File: src/rtl/an37_tile_loader.sv
// -----------------------------------------------------------------------------
// an37_tile_loader
//   Upstream stage of the 6x6 A=37 AN-code tile decoder. Serial codewords
//   arrive on a valid/ready stream and are assembled row-major into a tile of
//   ROWS*COLS entries. Two banks alternate: one fills while the other is held
//   for the decoder. Entry k = r*COLS+c sits at tile_data[k*CW_W +: CW_W].
//
// Ports
//   clk          in   rising-edge clock
//   rst_n        in   asynchronous active-low reset
//   s_valid      in   input codeword valid
//   s_data       in   input codeword (CW_W bits)
//   s_last       in   last codeword of the tile
//   s_ready      out  loader accepts s_data this cycle (registered)
//   tile_valid   out  tile_data holds a complete tile (registered)
//   tile_data    out  flat tile, ROWS*COLS*CW_W bits (registered)
//   tile_ready   in   decoder consumes the presented tile this cycle
//   frame_err    out  one-cycle pulse when s_last disagrees with word index
//   tile_cnt     out  tiles completed since reset, wraps at 16 bits
// -----------------------------------------------------------------------------
module an37_tile_loader #(
  parameter int CW_W = 18,
  parameter int ROWS = 6,
  parameter int COLS = 6
) (
  input  logic                          clk,
  input  logic                          rst_n,
  input  logic                          s_valid,
  input  logic [CW_W-1:0]               s_data,
  input  logic                          s_last,
  output logic                          s_ready,
  output logic                          tile_valid,
  output logic [ROWS*COLS*CW_W-1:0]     tile_data,
  input  logic                          tile_ready,
  output logic                          frame_err,
  output logic [15:0]                   tile_cnt
);

  localparam int N     = ROWS * COLS;
  localparam int TW    = N * CW_W;
  localparam int IDX_W = $clog2(N);

  localparam logic [IDX_W-1:0] IDX_ONE  = IDX_W'(1);
  localparam logic [IDX_W-1:0] IDX_LAST = IDX_W'(N - 1);

  // Per-bank state encoding
  localparam logic [1:0] ST_EMPTY   = 2'd0;
  localparam logic [1:0] ST_FILLING = 2'd1;
  localparam logic [1:0] ST_FULL    = 2'd2;

  // Registered state
  logic [TW-1:0]    r_bank [2];
  logic [1:0]       r_state [2];
  logic [IDX_W-1:0] r_idx;
  logic             r_wr_bank;
  logic             r_rd_bank;
  logic             r_s_ready;
  logic             r_tile_valid;
  logic [TW-1:0]    r_tile_data;
  logic             r_frame_err;
  logic [15:0]      r_tile_cnt;

  // Next-state values
  logic             w_accept;
  logic             w_consume;
  logic             w_at_last;
  logic             w_complete;
  logic             w_early;
  logic             w_missing;
  logic [TW-1:0]    w_bank_nxt [2];
  logic [1:0]       w_state_nxt [2];
  logic [IDX_W-1:0] w_idx_nxt;
  logic             w_wr_bank_nxt;
  logic             w_rd_bank_nxt;
  logic             w_s_ready_nxt;
  logic             w_tile_valid_nxt;
  logic [TW-1:0]    w_tile_data_nxt;
  logic [15:0]      w_tile_cnt_nxt;

  // Handshake decode. r_s_ready already guarantees the write bank is not
  // FULL and r_tile_valid guarantees the read bank is FULL, so an accept and
  // a consume can never target the same bank in one edge.
  always_comb begin
    w_accept   = s_valid & r_s_ready;
    w_consume  = r_tile_valid & tile_ready;
    w_at_last  = (r_idx == IDX_LAST);
    w_complete = w_accept & (s_last | w_at_last);
    w_early    = w_accept & s_last & ~w_at_last;
    w_missing  = w_accept & ~s_last & w_at_last;
  end

  // Bank contents: write the accepted word; an early s_last zero-fills the
  // rest of the tile so the decoder sees valid (zero) codewords there.
  always_comb begin
    w_bank_nxt[0] = r_bank[0];
    w_bank_nxt[1] = r_bank[1];
    if (w_accept) begin
      for (int k = 0; k < N; k++) begin
        if (IDX_W'(k) == r_idx) begin
          w_bank_nxt[r_wr_bank][k*CW_W +: CW_W] = s_data;
        end else if (w_early && (IDX_W'(k) > r_idx)) begin
          w_bank_nxt[r_wr_bank][k*CW_W +: CW_W] = '0;
        end else begin
          w_bank_nxt[r_wr_bank][k*CW_W +: CW_W] = r_bank[r_wr_bank][k*CW_W +: CW_W];
        end
      end
    end else begin
      w_bank_nxt[r_wr_bank] = r_bank[r_wr_bank];
    end
  end

  // Bank states, pointers, index and counter
  always_comb begin
    w_state_nxt[0] = r_state[0];
    w_state_nxt[1] = r_state[1];
    if (w_consume) begin
      w_state_nxt[r_rd_bank] = ST_EMPTY;
    end else begin
      w_state_nxt[r_rd_bank] = r_state[r_rd_bank];
    end
    if (w_complete) begin
      w_state_nxt[r_wr_bank] = ST_FULL;
    end else if (w_accept) begin
      w_state_nxt[r_wr_bank] = ST_FILLING;
    end else begin
      w_state_nxt[r_wr_bank] = w_state_nxt[r_wr_bank];
    end

    if (w_complete) begin
      w_idx_nxt      = '0;
      w_wr_bank_nxt  = ~r_wr_bank;
      w_tile_cnt_nxt = r_tile_cnt + 16'd1;
    end else if (w_accept) begin
      w_idx_nxt      = r_idx + IDX_ONE;
      w_wr_bank_nxt  = r_wr_bank;
      w_tile_cnt_nxt = r_tile_cnt;
    end else begin
      w_idx_nxt      = r_idx;
      w_wr_bank_nxt  = r_wr_bank;
      w_tile_cnt_nxt = r_tile_cnt;
    end

    if (w_consume) begin
      w_rd_bank_nxt = ~r_rd_bank;
    end else begin
      w_rd_bank_nxt = r_rd_bank;
    end
  end

  // Output look-ahead: outputs are registered from post-edge bank state so
  // a completed tile is visible right after the completing edge.
  always_comb begin
    w_s_ready_nxt    = (w_state_nxt[w_wr_bank_nxt] != ST_FULL);
    w_tile_valid_nxt = (w_state_nxt[w_rd_bank_nxt] == ST_FULL);
    if (w_rd_bank_nxt) begin
      w_tile_data_nxt = w_bank_nxt[1];
    end else begin
      w_tile_data_nxt = w_bank_nxt[0];
    end
  end

  // State and output registers
  always_ff @(posedge clk or negedge rst_n) begin
    if (!rst_n) begin
      r_bank[0]    <= '0;
      r_bank[1]    <= '0;
      r_state[0]   <= ST_EMPTY;
      r_state[1]   <= ST_EMPTY;
      r_idx        <= '0;
      r_wr_bank    <= 1'b0;
      r_rd_bank    <= 1'b0;
      r_s_ready    <= 1'b0;
      r_tile_valid <= 1'b0;
      r_tile_data  <= '0;
      r_frame_err  <= 1'b0;
      r_tile_cnt   <= 16'd0;
    end else begin
      r_bank[0]    <= w_bank_nxt[0];
      r_bank[1]    <= w_bank_nxt[1];
      r_state[0]   <= w_state_nxt[0];
      r_state[1]   <= w_state_nxt[1];
      r_idx        <= w_idx_nxt;
      r_wr_bank    <= w_wr_bank_nxt;
      r_rd_bank    <= w_rd_bank_nxt;
      r_s_ready    <= w_s_ready_nxt;
      r_tile_valid <= w_tile_valid_nxt;
      r_tile_data  <= w_tile_data_nxt;
      r_frame_err  <= w_early | w_missing;
      r_tile_cnt   <= w_tile_cnt_nxt;
    end
  end

  assign s_ready    = r_s_ready;
  assign tile_valid = r_tile_valid;
  assign tile_data  = r_tile_data;
  assign frame_err  = r_frame_err;
  assign tile_cnt   = r_tile_cnt;

endmodule

File: config.mk
export PLATFORM = sky130hd
export DESIGN_NAME = an37_tile_loader
export DESIGN_NICKNAME = d
export VERILOG_FILES = /design/src/rtl/an37_tile_loader.sv
export SDC_FILE = /design/constraint.sdc
export NUM_CORES = 2
export LEC_CHECK = 0
export BUFFER_PORTS_ARGS = -buffer_cell sky130_fd_sc_hd__buf_2
export CAP_MARGIN = 20
export CORE_MARGIN = 3
export CORE_UTILIZATION = 45
export CTS_CLUSTER_DIAMETER = 150
export DETAILED_ROUTE_END_ITERATION = 12
export GPL_TIMING_DRIVEN = 0
export PLACE_DENSITY_LB_ADDON = 0.25
export SLEW_MARGIN = 20
export SYNTH_ARGS = -nofsm -noshare
export SYNTH_HDL_FRONTEND = slang
export SYNTH_SLANG_ARGS = --single-unit
export TNS_END_PERCENT = 30
File: constraint.sdc
create_clock -name clk -period 4.1 [get_ports clk]
set_clock_uncertainty 0.2 [all_clocks]
set_input_delay 0.82 -clock clk [delete_from_list [all_inputs] [get_ports clk]]
set_output_delay 0.82 -clock clk [all_outputs]
set_load 0.03 [all_outputs]
==> out/metrics.json <==
{
  "run_status": "complete, but fails checks",
  "failed_checks": "DRC, setup timing",
  "synth_warnings": 0,
  "htree_levels": 4,
  "drtAntennaViolNets": 0,
  "post_synth_instance_area_mm2": 0.0769,
  "clock-sinks": 1975,
  "design_power_total_w": 0.0720,
  "layoutNonFillerInstCount": 9448,
  "starting_density_of_the_core_pct": 45.3,
  "grt_util_all_layers_pct": 42.1,
  "arrival_ns": 4.79,
  "drv_cap": 0,
  "vias": 63300,
  "die_y_um": 419,
  "clk_path_buf_depth": 3,
  "min_path_type": "in -> async",
  "grt_start_max_net_pins": 148,
  "layout_commonest_cell": "sky130_fd_sc_hd__dfrtp_1",
  "timing_worst_setup_path_type": "reg -> reg",
  "worst_setup_path_start_kind": "register",
  "synth_enable_flop_cells": 0,
  "wire_per_inst_um": 39.8,
  "viasPerCell": 6.70,
  "numCtsBuffers": 202,
  "final_hold_viol_count": 0,
  "ys_seq_elements": 1975,
  "syn-mean-instance-area_um2": 12.7,
  "n_fill_cell": 14300,
  "setup_viol": 56,
  "cts_post_setup_buffers_inserted": 0,
  "dr.first_iter.drc_count": 9321,
  "route.final.wire_length_mm": 376,
  "max-vdd-ir-drop_uv": 984,
  "most_frequent_cells_in_the_layout": "sky130_fd_sc_hd__dfrtp_1, sky130_fd_sc_hd__a22o_1, sky130_fd_sc_hd__buf_2",
  "placed_cells": 9005,
  "power-per-cell-area_mw_per_mm2": 781,
  "timing.critical_path.required_ns": 4.61,
  "clk_pin_slew_ns": 0.06,
  "syn_inst": 6061,
  "antenna_found_initial": 48,
  "first_pass_grt_wire_length_mm": 507,
  "final_nets": 7022,
  "layout-area-overhead-vs-synth_pct": 19.8,
  "seq_area_frac_synth_pct": 64.2,
  "postSynthNetCount": 6089,
  "worst_slack_setup_final_ns": -0.182,
  "worstSetupEndpointType": "register",
  "fin_crit_sh_pct": 104,
  "report.final.slew_viol_count": 0,
  "die-area_mm2": 0.176,
  "grt_overflow": 0,
  "numPortBuffers": 678,
  "yosys_most_used_dff": "sky130_fd_sc_hd__dfrtp_1",
  "min_period_ns": 4.28,
  "tritoncts": "built",
  "setup_repair_after_global_routing_missed_its_margin": "yes",
  "ratio_of_cells_with_drive_above_1_in_the_final_layout_pct": 27.5,
  "cts_root_buffer": "sky130_fd_sc_hd__clkbuf_16",
  "post_synth_arst_share_pct": 100,
  "achievable-frequency_mhz": 234,
  "leakagePower_nw": 45.7,
  "dr.pass1.iters": 11,
  "max_slew.worst_pin.slew_ns": 1.37,
  "globalplace.congestion": 1.04,
  "drc": 1,
  "floorplan.rows": 151,
  "design.portCount": 690,
  "chipWidth_um": 419,
  "clk_latency_ns": 0.90,
  "synth_cell_types": 81,
  "worst_slew_margin_rel_pct": 8.97,
  "place.detailed.hpwl_mm": 256,
  "worst_hold_slack_across_all_endpoints_ns": 0.145,
  "timing.critical_path.fanout_max": 10,
  "design.core.area_mm2": 0.170,
  "grt_pass1_vias": 60600
}
-- stage by stage --
| stage | util, % | setup WS [ns] | area (um2) | TNS [ns] |
|---|---|---|---|---|
| finish | 54.3 | -0.182 | 92200 | -3.18 |
| global route | 54.3 | -0.00680 | 92100 | -0.00761 |
| CTS | 54.2 | -0.00788 | 91900 | -0.00815 |
| detailed placement | 49.8 | -1.16 | 84600 | -321.03 |
| global placement | 49.0 | -41.37 | 83100 | - |
| floorplan | - | 1.10 | 76900 | 0 |
-- timing repair --
item | CTS | global route
hold buffers | 2 | 0
gates cloned | 0 | 1
endpoints found under the setup margin | 506 | 222
pin swaps | 2 | 0
endpoints found under the hold margin | 117 | 0
resized for setup | 77 | 30
-- cell families (layout without fill, tap and decap cells) --
| family | after synthesis | count (layout) | synth area share (%) |
|---|---|---|---|
| buffers and inverters | 590 | 1700 | 3.16 |
| DFF | 1975 | 1975 | 64.2 |
| AOI/OAI and AO/OA | 1918 | 1918 | 19.1 |
| adders and majority gates | 5 | 5 | 0.0813 |
| other | 0 | 59 | 0 |
| xor gates and xnor gates | 19 | 19 | 0.234 |
| and+or+nand+nor | 1084 | 1084 | 6.31 |
| muxes | 470 | 470 | 6.83 |
-- registers in the layout, summed over array words and instances, names as in the netlist --
name and flops:
frame_err 1, r_bank 1296, r_idx 6, r_rd_bank 1
r_state 4, r_wr_bank 1, s_ready 1, tile_cnt 16
tile_data 648, tile_valid 1
-- Yosys cell counts, drive strengths merged, types with 4 or more instances --
cell     count  area share, %
a2bb2oi     64           0.73
a31oi       56           0.50
nand3       97           0.65
dfrtp     1975             64
buf        146            1.0
o22ai       26           0.21
nand2b      16           0.13
o2bb2ai     55           0.63
or3          5          0.041
a22o       835            9.5
and2        30           0.24
o211ai      44           0.43
xor2         4          0.046
clkbuf     418            2.0
a32oi        8          0.091
a21oi      205            1.4
ha           5          0.081
xnor2       14           0.16
a221o       97            1.3
a211oi      14           0.14
and3        24           0.20
a21o        29           0.28
o21a         4          0.039
or2          4          0.033
mux2       442            6.5
o21ai      317            2.1
or4b         4          0.052
nand2      632            3.1
nor4b        4           0.10
nor2       180           0.90
a22oi       38           0.37
nand4        4          0.033
nor2b       17           0.14
a221oi      97            1.1
nor3        49           0.48
o221a        9           0.13
inv         25           0.12
mux2i       28           0.36
-- per-layer routing --
layer	track usage, %	up-vias	wire (um)
met5	0	-	116
met4	37.0	16	40400
met3	14.0	1543	45600
met2	59.4	5384	158000
met1	51.5	32200	132000
li1	-	24200	-
-- area by class of cell --
class	instances	area (um2)	area share (%)
Clock buffer	278	5780	6.27
Sequential cell	1975	49400	53.6
Multi-Input combinational cell	3496	25300	27.4
Tap cell	2218	2780	3.01
Buffer	563	2680	2.90
Clock inverter	103	1330	1.44
Antenna cell	59	148	0.160
Timing Repair Buffer	730	4700	5.09
Inverter	26	98.8	0.107
-- power breakdown --
part / leakage (nW) / internal, W / switching, W
clock: 3.46 / 0.0112 / 0.00845
combinational: 15.3 / 0.00777 / 0.0206
sequential: 27.0 / 0.0227 / 0.00125
-- worst paths after layout --
check	startpoint	endpoint	slack (ns)	cells after the start
max in group asynchronous	rst_n	r_bank[60]$_DFF_PN0_	0.51	8
setup / recovery	s_ready$_DFF_PN0_	tile_data[591]$_DFF_PN0_	-0.18	9
min in group clk	s_data[4]	r_bank[760]$_DFF_PN0_	0.15	3
hold reg to reg	tile_cnt[15]$_DFFE_PN0N_	tile_cnt[15]$_DFFE_PN0N_	0.27	1
setup reg to reg	s_ready$_DFF_PN0_	tile_data[591]$_DFF_PN0_	-0.18	9
hold / removal	rst_n	tile_data[400]$_DFF_PN0_	0.14	2
-- worst max-delay path, stage by stage, from the launching register on --
cell                              delay (ns)
sky130_fd_sc_hd__dfrtp_1                0.51
sky130_fd_sc_hd__buf_2                  0.25
sky130_fd_sc_hd__and3_1                 0.29
sky130_fd_sc_hd__buf_2                  0.36
sky130_fd_sc_hd__clkbuf_4               0.46
sky130_fd_sc_hd__clkdlybuf4s15_2        0.59
sky130_fd_sc_hd__nand2_2                0.54
sky130_fd_sc_hd__nor2_1                 0.32
sky130_fd_sc_hd__a211oi_1               0.07
sky130_fd_sc_hd__a21oi_1                0.46
(Power assumes the default switching activity.)
